==> config.mk <==
export PLATFORM = sky130hd
export DESIGN_NAME = bht_port_arbiter
export DESIGN_NICKNAME = d
export VERILOG_FILES = /design/src/rtl/bht_port_arbiter.sv
export SDC_FILE = /design/constraint.sdc
export NUM_CORES = 1
export LEC_CHECK = 0
export BUFFER_PORTS_ARGS = -buffer_cell sky130_fd_sc_hd__buf_2
export CORE_MARGIN = 8
export CORE_UTILIZATION = 51
export DETAILED_ROUTE_END_ITERATION = 7
export PLACE_DENSITY = 0.75
export SLEW_MARGIN = 10
export SYNTH_ARGS = -nofsm -noshare
export SYNTH_HDL_FRONTEND = slang
export SYNTH_SLANG_ARGS = --single-unit
==> constraint.sdc <==
create_clock -name clk -period 1.8 [get_ports clk]
set_clock_uncertainty 0.05 [all_clocks]
set_input_delay 0.18 -clock clk [delete_from_list [all_inputs] [get_ports clk]]
set_output_delay 0.18 -clock clk [all_outputs]
set_load 0.02 [all_outputs]
==> src/rtl/bht_port_arbiter.sv <==
// Single-port BHT SRAM scheduler: lookups win, updates queue in a FIFO and drain as read-modify-write.
// Optional perf counters are enabled with `define BHT_ARB_PERF_EN.
module bht_port_arbiter #(
  parameter int          IDX_W        = 8,
  parameter int          UPD_DEPTH    = 4,
  parameter int          STARVE_LIMIT = 8,
  parameter logic [1:0]  INIT_CTR     = 2'b01
) (
  input  logic             clk,
  input  logic             rst,
  output logic             init_done,
  input  logic             req_valid,
  input  logic [IDX_W-1:0] req_index,
  output logic             req_ready,
  output logic             rsp_valid,
  output logic [1:0]       rsp_counter,
  output logic             rsp_taken,
  input  logic             fb_valid,
  input  logic [IDX_W-1:0] fb_index,
  input  logic             fb_outcome,
  output logic             fb_ready,
  output logic             mem_en,
  output logic             mem_we,
  output logic [IDX_W-1:0] mem_addr,
  output logic [1:0]       mem_wdata,
  input  logic [1:0]       mem_rdata
`ifdef BHT_ARB_PERF_EN
  ,
  output logic [31:0]      perf_lookup_stall,
  output logic [31:0]      perf_update_cnt,
  output logic [31:0]      perf_starve_cnt
`endif
);

  localparam int               PW       = $clog2(UPD_DEPTH);
  localparam logic [7:0]       STARVE_L = 8'(STARVE_LIMIT);
  localparam logic [PW:0]      P_ONE    = 1;
  localparam logic [IDX_W-1:0] I_ONE    = 1;

  typedef enum logic [1:0] {INIT, IDLE, UPD_WR} state_t;

  state_t           state;
  logic [IDX_W-1:0] init_ptr;
  logic [7:0]       age;

  logic [IDX_W-1:0] fifo_idx [UPD_DEPTH];
  logic             fifo_out [UPD_DEPTH];
  logic [PW:0]      wr_ptr, rd_ptr;
  logic             fifo_empty, fifo_full;
  logic [IDX_W-1:0] head_idx;
  logic             head_out;

  logic upd_go, starve, grant, push, pop;

  function automatic logic [1:0] sat_inc(input logic [1:0] c);
    return (c == 2'b11) ? c : c + 2'b01;
  endfunction

  function automatic logic [1:0] sat_dec(input logic [1:0] c);
    return (c == 2'b00) ? c : c - 2'b01;
  endfunction

  assign fifo_empty = (wr_ptr == rd_ptr);
  assign fifo_full  = (wr_ptr[PW] != rd_ptr[PW]) && (wr_ptr[PW-1:0] == rd_ptr[PW-1:0]);
  assign head_idx   = fifo_idx[rd_ptr[PW-1:0]];
  assign head_out   = fifo_out[rd_ptr[PW-1:0]];

  // Port decisions are combinational so a lookup is granted in the cycle it is presented.
  assign starve = (age >= STARVE_L);
  assign upd_go = ~rst && (state == IDLE) && ~fifo_empty && (fifo_full || starve || ~req_valid);
  assign grant  = ~rst && (state == IDLE) && req_valid && ~upd_go;
  assign push   = fb_valid && fb_ready;
  assign pop    = ~rst && (state == UPD_WR);

  assign req_ready   = grant;
  assign fb_ready    = ~rst && init_done && ~fifo_full;
  assign rsp_counter = rsp_valid ? mem_rdata : 2'b00;
  assign rsp_taken   = rsp_counter[1];

  always_comb begin
    mem_en    = 1'b0;
    mem_we    = 1'b0;
    mem_addr  = '0;
    mem_wdata = 2'b00;
    if (!rst) begin
      case (state)
        INIT: begin
          mem_en    = 1'b1;
          mem_we    = 1'b1;
          mem_addr  = init_ptr;
          mem_wdata = INIT_CTR;
        end
        IDLE: begin
          if (upd_go) begin
            mem_en   = 1'b1;
            mem_addr = head_idx;
          end else if (grant) begin
            mem_en   = 1'b1;
            mem_addr = req_index;
          end
        end
        UPD_WR: begin
          mem_en    = 1'b1;
          mem_we    = 1'b1;
          mem_addr  = head_idx;
          mem_wdata = head_out ? sat_inc(mem_rdata) : sat_dec(mem_rdata);
        end
        default: ;
      endcase
    end
  end

  always_ff @(posedge clk) begin
    if (rst) begin
      state     <= INIT;
      init_ptr  <= '0;
      init_done <= 1'b0;
      age       <= 8'd0;
      rsp_valid <= 1'b0;
      wr_ptr    <= '0;
      rd_ptr    <= '0;
    end else begin
      rsp_valid <= grant;
      if (push) wr_ptr <= wr_ptr + P_ONE;
      if (pop)  rd_ptr <= rd_ptr + P_ONE;
      case (state)
        INIT: begin
          init_ptr <= init_ptr + I_ONE;
          if (init_ptr == '1) begin
            state     <= IDLE;
            init_done <= 1'b1;
          end
        end
        IDLE: begin
          if (upd_go) begin
            state <= UPD_WR;
            age   <= 8'd0;
          end else if (grant && !fifo_empty && age != 8'hFF) begin
            // Only a head held off by a granted lookup ages.
            age <= age + 8'd1;
          end
        end
        UPD_WR:  state <= IDLE;
        default: state <= INIT;
      endcase
    end
  end

  always_ff @(posedge clk) begin
    if (push) begin
      fifo_idx[wr_ptr[PW-1:0]] <= fb_index;
      fifo_out[wr_ptr[PW-1:0]] <= fb_outcome;
    end
  end

`ifdef BHT_ARB_PERF_EN
  always_ff @(posedge clk) begin
    if (rst) begin
      perf_lookup_stall <= '0;
      perf_update_cnt   <= '0;
      perf_starve_cnt   <= '0;
    end else begin
      if (req_valid && !req_ready && init_done && perf_lookup_stall != '1)
        perf_lookup_stall <= perf_lookup_stall + 32'd1;
      if (pop && perf_update_cnt != '1)
        perf_update_cnt <= perf_update_cnt + 32'd1;
      if (upd_go && starve && perf_starve_cnt != '1)
        perf_starve_cnt <= perf_starve_cnt + 32'd1;
    end
  end
`endif

endmodule

== Yosys cells after proc, flatten, opt, wreduce, memory -nomap -nowiden ==
Memories as Yosys holds them, arrays and structs flattened. A register that Yosys moved wholly into a read port is not among the register bits.
Cells that the tools add are included.

* Add/sub/neg operators: 6
* Order comparisons: 1
* Equal/unequal tests: 10
* Multiplexer cells: 27
* Bitwise logic cells: 5
* Reductions and logical operators: 22

{| class="wikitable"
|+ Operators by type and width
! operator !! count
|-
| $mux 8 || 5
|-
| $pmux 8 s3 || 1
|-
| $mux 2 || 11
|-
| $add 8x1->8 const B || 2
|-
| $logic_and 1x1->1 || 12
|-
| $eq 8x8->1 const B || 1
|-
| $ge 8x4->1 const B || 1
|-
| $ne 8x8->1 const B || 1
|-
| $mux 1 || 7
|-
| $add 3x1->3 const B || 2
|-
| $pmux 2 s3 || 1
|-
| $reduce_and 2->1 || 3
|-
| $not 1->1 || 5
|-
| $eq 2x2->1 const B || 2
|-
| $logic_not 2->1 || 2
|-
| $ne 2x2->1 const B || 2
|-
| $pmux 2 s2 || 1
|-
| $eq 3x3->1 || 1
|-
| $add 2x1->2 const B || 1
|-
| $eq 2x1->1 const B || 1
|-
| $eq 2x2->1 || 1
|-
| $logic_or 1x1->1 || 2
|-
| $pmux 1 s2 || 1
|-
| $reduce_bool 2->1 || 1
|-
| other kinds (4) || 4
|}

* Register bits: 26
* Bits in writable memories: 36
* Input bits: 23
* Output and inout port bits: 19
* Logic and storage cells: 80
* Memories kept: 2

{| class="wikitable"
|+ Memory list
! name !! words !! bits a word !! read ports !! clocked after Yosys merged registers in !! wr ports !! RTL line !! RTL
|-
| fifo_idx || 4 || 8 || 1 || 1 || 1 || 46 || <nowiki>logic [IDX_W-1:0] fifo_idx [UPD_DEPTH];</nowiki>
|-
| fifo_out || 4 || 1 || 1 || 1 || 1 || 47 || <nowiki>logic fifo_out [UPD_DEPTH];</nowiki>
|}

== Logic depth before layout (Yosys ltp) ==
* Depth in word-level cells: 11
* Gate-level depth with buffers: 7
* Mapped depth without buffers: 6

== Worst setup path before layout ==
Ideal clock, no wire load.

* Kind: reg2out
* Start point: reg age[4]
* End point: out mem_addr[0]
* Arrival time: 2.146 ns
* Required time: 1.570 ns
* Slack: -0.576 ns
* Cell stages (with the launch flop): 6
* Path buffers: 0
* Cells stage by stage: dfxtp_1 or4_4 a2111o_4 a21oi_4 a22oi_2 a21oi_1

* Word-level cells in the longest chain between the ends: 10

{| class="wikitable"
|+ Ends and longest elaborated chain
! item !! RTL line !! RTL
|-
| from (decl) || 44 || <nowiki>logic [7:0] age;</nowiki>
|-
| from (signal assigned) || 140 || <nowiki>age <= age + 8'd1;</nowiki>
|-
| $ge 8x4->1 || 69 || <nowiki>assign starve = (age >= STARVE_L);</nowiki>
|-
| $logic_or 1x1->1 (2 in series) || 70 || <nowiki>assign upd_go = ~rst && (state == IDLE) && ~fifo_empty && (fifo_full || starve || ~req_valid);</nowiki>
|-
| $logic_and 1x1->1 || 70 ||
|-
| $not 1->1 || 71 || <nowiki>assign grant = ~rst && (state == IDLE) && req_valid && ~upd_go;</nowiki>
|-
| $logic_and 1x1->1 || 71 ||
|-
| named net req_ready || 14 || <nowiki>output logic req_ready,</nowiki>
|-
| $mux 8 || 97 || <nowiki>end else if (grant) begin</nowiki>
|-
| $mux 8 || 94 || <nowiki>if (upd_go) begin</nowiki>
|-
| $pmux 8 s3 || 86 || <nowiki>case (state)</nowiki>
|-
| $mux 8 || 85 || <nowiki>if (!rst) begin</nowiki>
|-
| to (decl) || 24 || <nowiki>output logic [IDX_W-1:0] mem_addr,</nowiki>
|}

The timed path passes the listed nets, and every way through them passes these cells.

== Worst setup path after layout ==
* Start point: reg age[7]
* End point: out mem_addr[3]

* Word-level cells in the longest chain between the ends: 10

{| class="wikitable"
|+ Ends and longest elaborated chain
! item !! RTL line
|-
| $ge 8x4->1 * || 69
|-
| $logic_or 1x1->1 * (2 in series) || 70
|-
| $logic_and 1x1->1 * || 70
|-
| $not 1->1 || 71
|-
| $logic_and 1x1->1 || 71
|-
| $mux 8 || 97
|-
| $mux 8 * || 94
|-
| $pmux 8 s3 * || 86
|-
| $mux 8 * || 85
|}

Mark *: on every way between the ends. The rest lies on a longest branch, timed or not.

==> run metrics <==
Root Driver=clkbuf_8; largest net degree at the start of global routing=13; Max Clk Rate=0.3947 GHz; GR Util All Layers=0.1630; H-tree Lvls=3; row count=27; Post-synth EDFFs=36; PwrDens=734.8 nW/µm²; hold path startpoint=fb_index[4]; Synth area leader=edfxtp_1; CTS tree=built; GRT Residual Overflow=0; core area=5507 µm²; largest cells by area after synthesis=edfxtp_1, dfxtp_1, mux4_2; via/cell ratio=5.448; Hold EP=fifo_idx[1][4]$_DFFE_PP_; worst rel slew slack=0.7614; post-synthesis simple-gate area fraction=0.1145; Layout Nets=344; area of the multi-input gates=1358 µm²; RSZ-0062 raised after global routing=true; worst r2r dst=age[0]$_SDFFE_PP0P_; initial antenna violation count=0; antenna diode count=0; syn nets=259; Psw=590.2 µW; fillers=355; fin crit share=1.407; Post-route DRC=0; IO Pins=42; WHS=0.01582 ns; post-route core utilization=0.7296; Die X=91.49 µm; mean post-synth cell area=12.75 µm²; first-pass GRT wire length=10670 µm; Area Growth Syn to Fin=38.23%; RD Place Congestion=0.8127; crit path DAT=2.30 ns; CP Class=reg -> out; Post-Syn Instances=228; Slew Viols, Final=0; clock power share=0.431; sequential element share of the synthesized area=0.5648; commonest non-fill, non-tap cell in the layout=edfxtp_1; fraction of synthesized area in multiplexers=0.1025; FF-to-FF Start=age[7]$_SDFFE_PP0P_; clk buf depth=2; pre-CTS setup slack=-0.4256 ns; worst vdd ir=0.7734 mV; via count=2114; reg2reg setup slack=-0.25 ns; Least-Margin Pin Slew=0.3571 ns; antenna-violating nets left=0; leakage=0.001502 µW; CP max FO=7; most frequent cells in the layout=edfxtp_1, buf_4, buf_2; Hold Crit Class=in -> reg; flop and latch count out of synthesis=64; Syn. warnings=0; Critical Path Start Type=register; XOR/XNOR Fraction of Synth Area=0.04778; hold depth=1; Finish-stage setup viols=21; max-capacitance violation count=0; Synth cell types=49; failing checks=negative setup slack; clk sinks=64; Port Buffers=41; drt wl/cell=17.01 µm; final hold viol count=0; Layout Cell Area excl Fill=4018 µm²; Die H=91.49 µm; Starting Density=0.5278; Worst-path clk slew=0.06 ns; setup TNS=-8.730 ns; FF-to-FF path depth=7; final wirelength=6601 µm; Switching Share=0.1999; synthesized-area fraction occupied by adder cells=0.03788; sequential cell area=1649 µm²; share of cells above drive strength 1=0.4652; Crit path required time=1.57 ns; Clock Latency Late Sink=0.34 ns; largest family of logic cells by synthesized area=simple AND/OR/NAND/NOR gates; Synth Flop Type=edfxtp_1; Mapped Area=2907 µm²; Async S/R FF share, synth=0; Power Internal=2362 µW; full die area=8370 µm²; min cycle time layout=2.533 ns; vias in the first global route=2246; worst setup margin=-0.7334 ns; cts bufs inserted=9; Setup crit end kind=output port; compound-gate portion of the synthesized area=0.09944; Combinational Power Share=0.042; First DRT Iteration DRCs=68; outcome=finished with violations; HPWL Detailed=4602 µm; Yosys top cell area share=0.3719; area of placed instances=3516 µm²; DRT Pass-1 Iters=5; Seq pwr share=0.527
## what timing repair did
action	in CTS	in global routing
setup endpoints to repair	23	62
pin swaps	14	4
gates resized for setup	46	12
setup buffers	5	2
endpoints found under the hold margin	16	0
hold buffers	4	0
gates cloned	1	1
## metrics by stage
stage | total power [µW] | instances
after floorplan | 1637 | 228
after global placement | 1689 | 362
after detailed placement | 1691 | 362
after CTS | 2965 | 386
after global routing | 3042 | 388
final | 2952 | 388
## logic make-up after synthesis
| logic type | after synthesis |
|---|---|
| adders and majority gates | 9 |
| AOI/OAI and AO/OA | 42 |
| buffers and inverters | 18 |
| DFF | 64 |
| muxes | 18 |
| xor gates and xnor gates | 15 |
| and+or+nand+nor | 62 |
## how the worst max path moves through the flow
stage / end / from / slack (ns) / depth (start not counted)
after CTS: mem_addr[2] / age[7]$_SDFFE_PP0P_ / -0.73 / 7
after detailed placement: mem_addr[5] / age[7]$_SDFFE_PP0P_ / -0.43 / 7
after floorplan: mem_addr[0] / age[5]$_SDFFE_PP0P_ / -0.43 / 5
after global placement: mem_addr[0] / age[7]$_SDFFE_PP0P_ / -0.40 / 6
final: mem_addr[3] / age[7]$_SDFFE_PP0P_ / -0.73 / 7
after global routing: mem_addr[5] / age[7]$_SDFFE_PP0P_ / -0.79 / 7
## per-layer routing
metal	global-route usage	vias up	share of wire
met2	0.2917	54	0.53
met3	0.04938	11	0.044
met5	0	-	0
met1	0.1703	1027	0.41
li1	-	1022	-
met4	0.07640	0	0.017
## layout make-up
type,count,share of cell area
timing repair buffer,82,0.1707
tap,72,0.02242
sequential,64,0.4105
multi-input combinational,147,0.3379
inverter,9,0.009031
clock buffer,10,0.03177
clock inverter,4,0.01775
## synthesized netlist by cell type, types with 2 or more instances
cell type,n
dfxtp_1,28
a22oi_1,6
ha_1,8
mux2i_1,8
nor3_1,2
nand2_1,9
o21ai_1,7
a31oi_1,5
or2_2,2
edfxtp_1,36
nand4_1,6
o21ai_0,4
xnor2_1,7
a311oi_1,2
nand3_1,2
a21oi_1,10
and3_1,6
xor2_1,7
clkbuf_1,4
a21o_1,2
or3_1,2
and2_1,2
nor2_1,22
mux4_2,8
inv_1,8
clkbuf_8,2
## state kept, by name (all words and copies together) (netlist names), named ones only
signal,flops
init_done,1
init_ptr,8
fifo_idx,32
rsp_valid,1
wr_ptr,3
state,2
fifo_out,4
rd_ptr,3
age,8
## power groups by stage
stage | Clock, µW | Combinational [µW] | Sequential [µW]
5_1_grt | 1350 | 134 | 1560
4_1_cts | 1290 | 122 | 1560
3_5_place_dp | 0 | 104 | 1590
6_report | 1270 | 124 | 1560
2_1_floorplan | 0 | 52.6 | 1580
3_3_place_gp | 0 | 102 | 1590
## worst max-delay path: stages (launching register included)
cell	delay [ns]
dfxtp_1	0.31
or4_4	0.52
a2111o_4	0.49
a21oi_4	0.20
buf_12	0.14
a22oi_1	0.09
o21ai_2	0.08
buf_6	0.13
No activity file was read; power rests on OpenSTA's default activity.
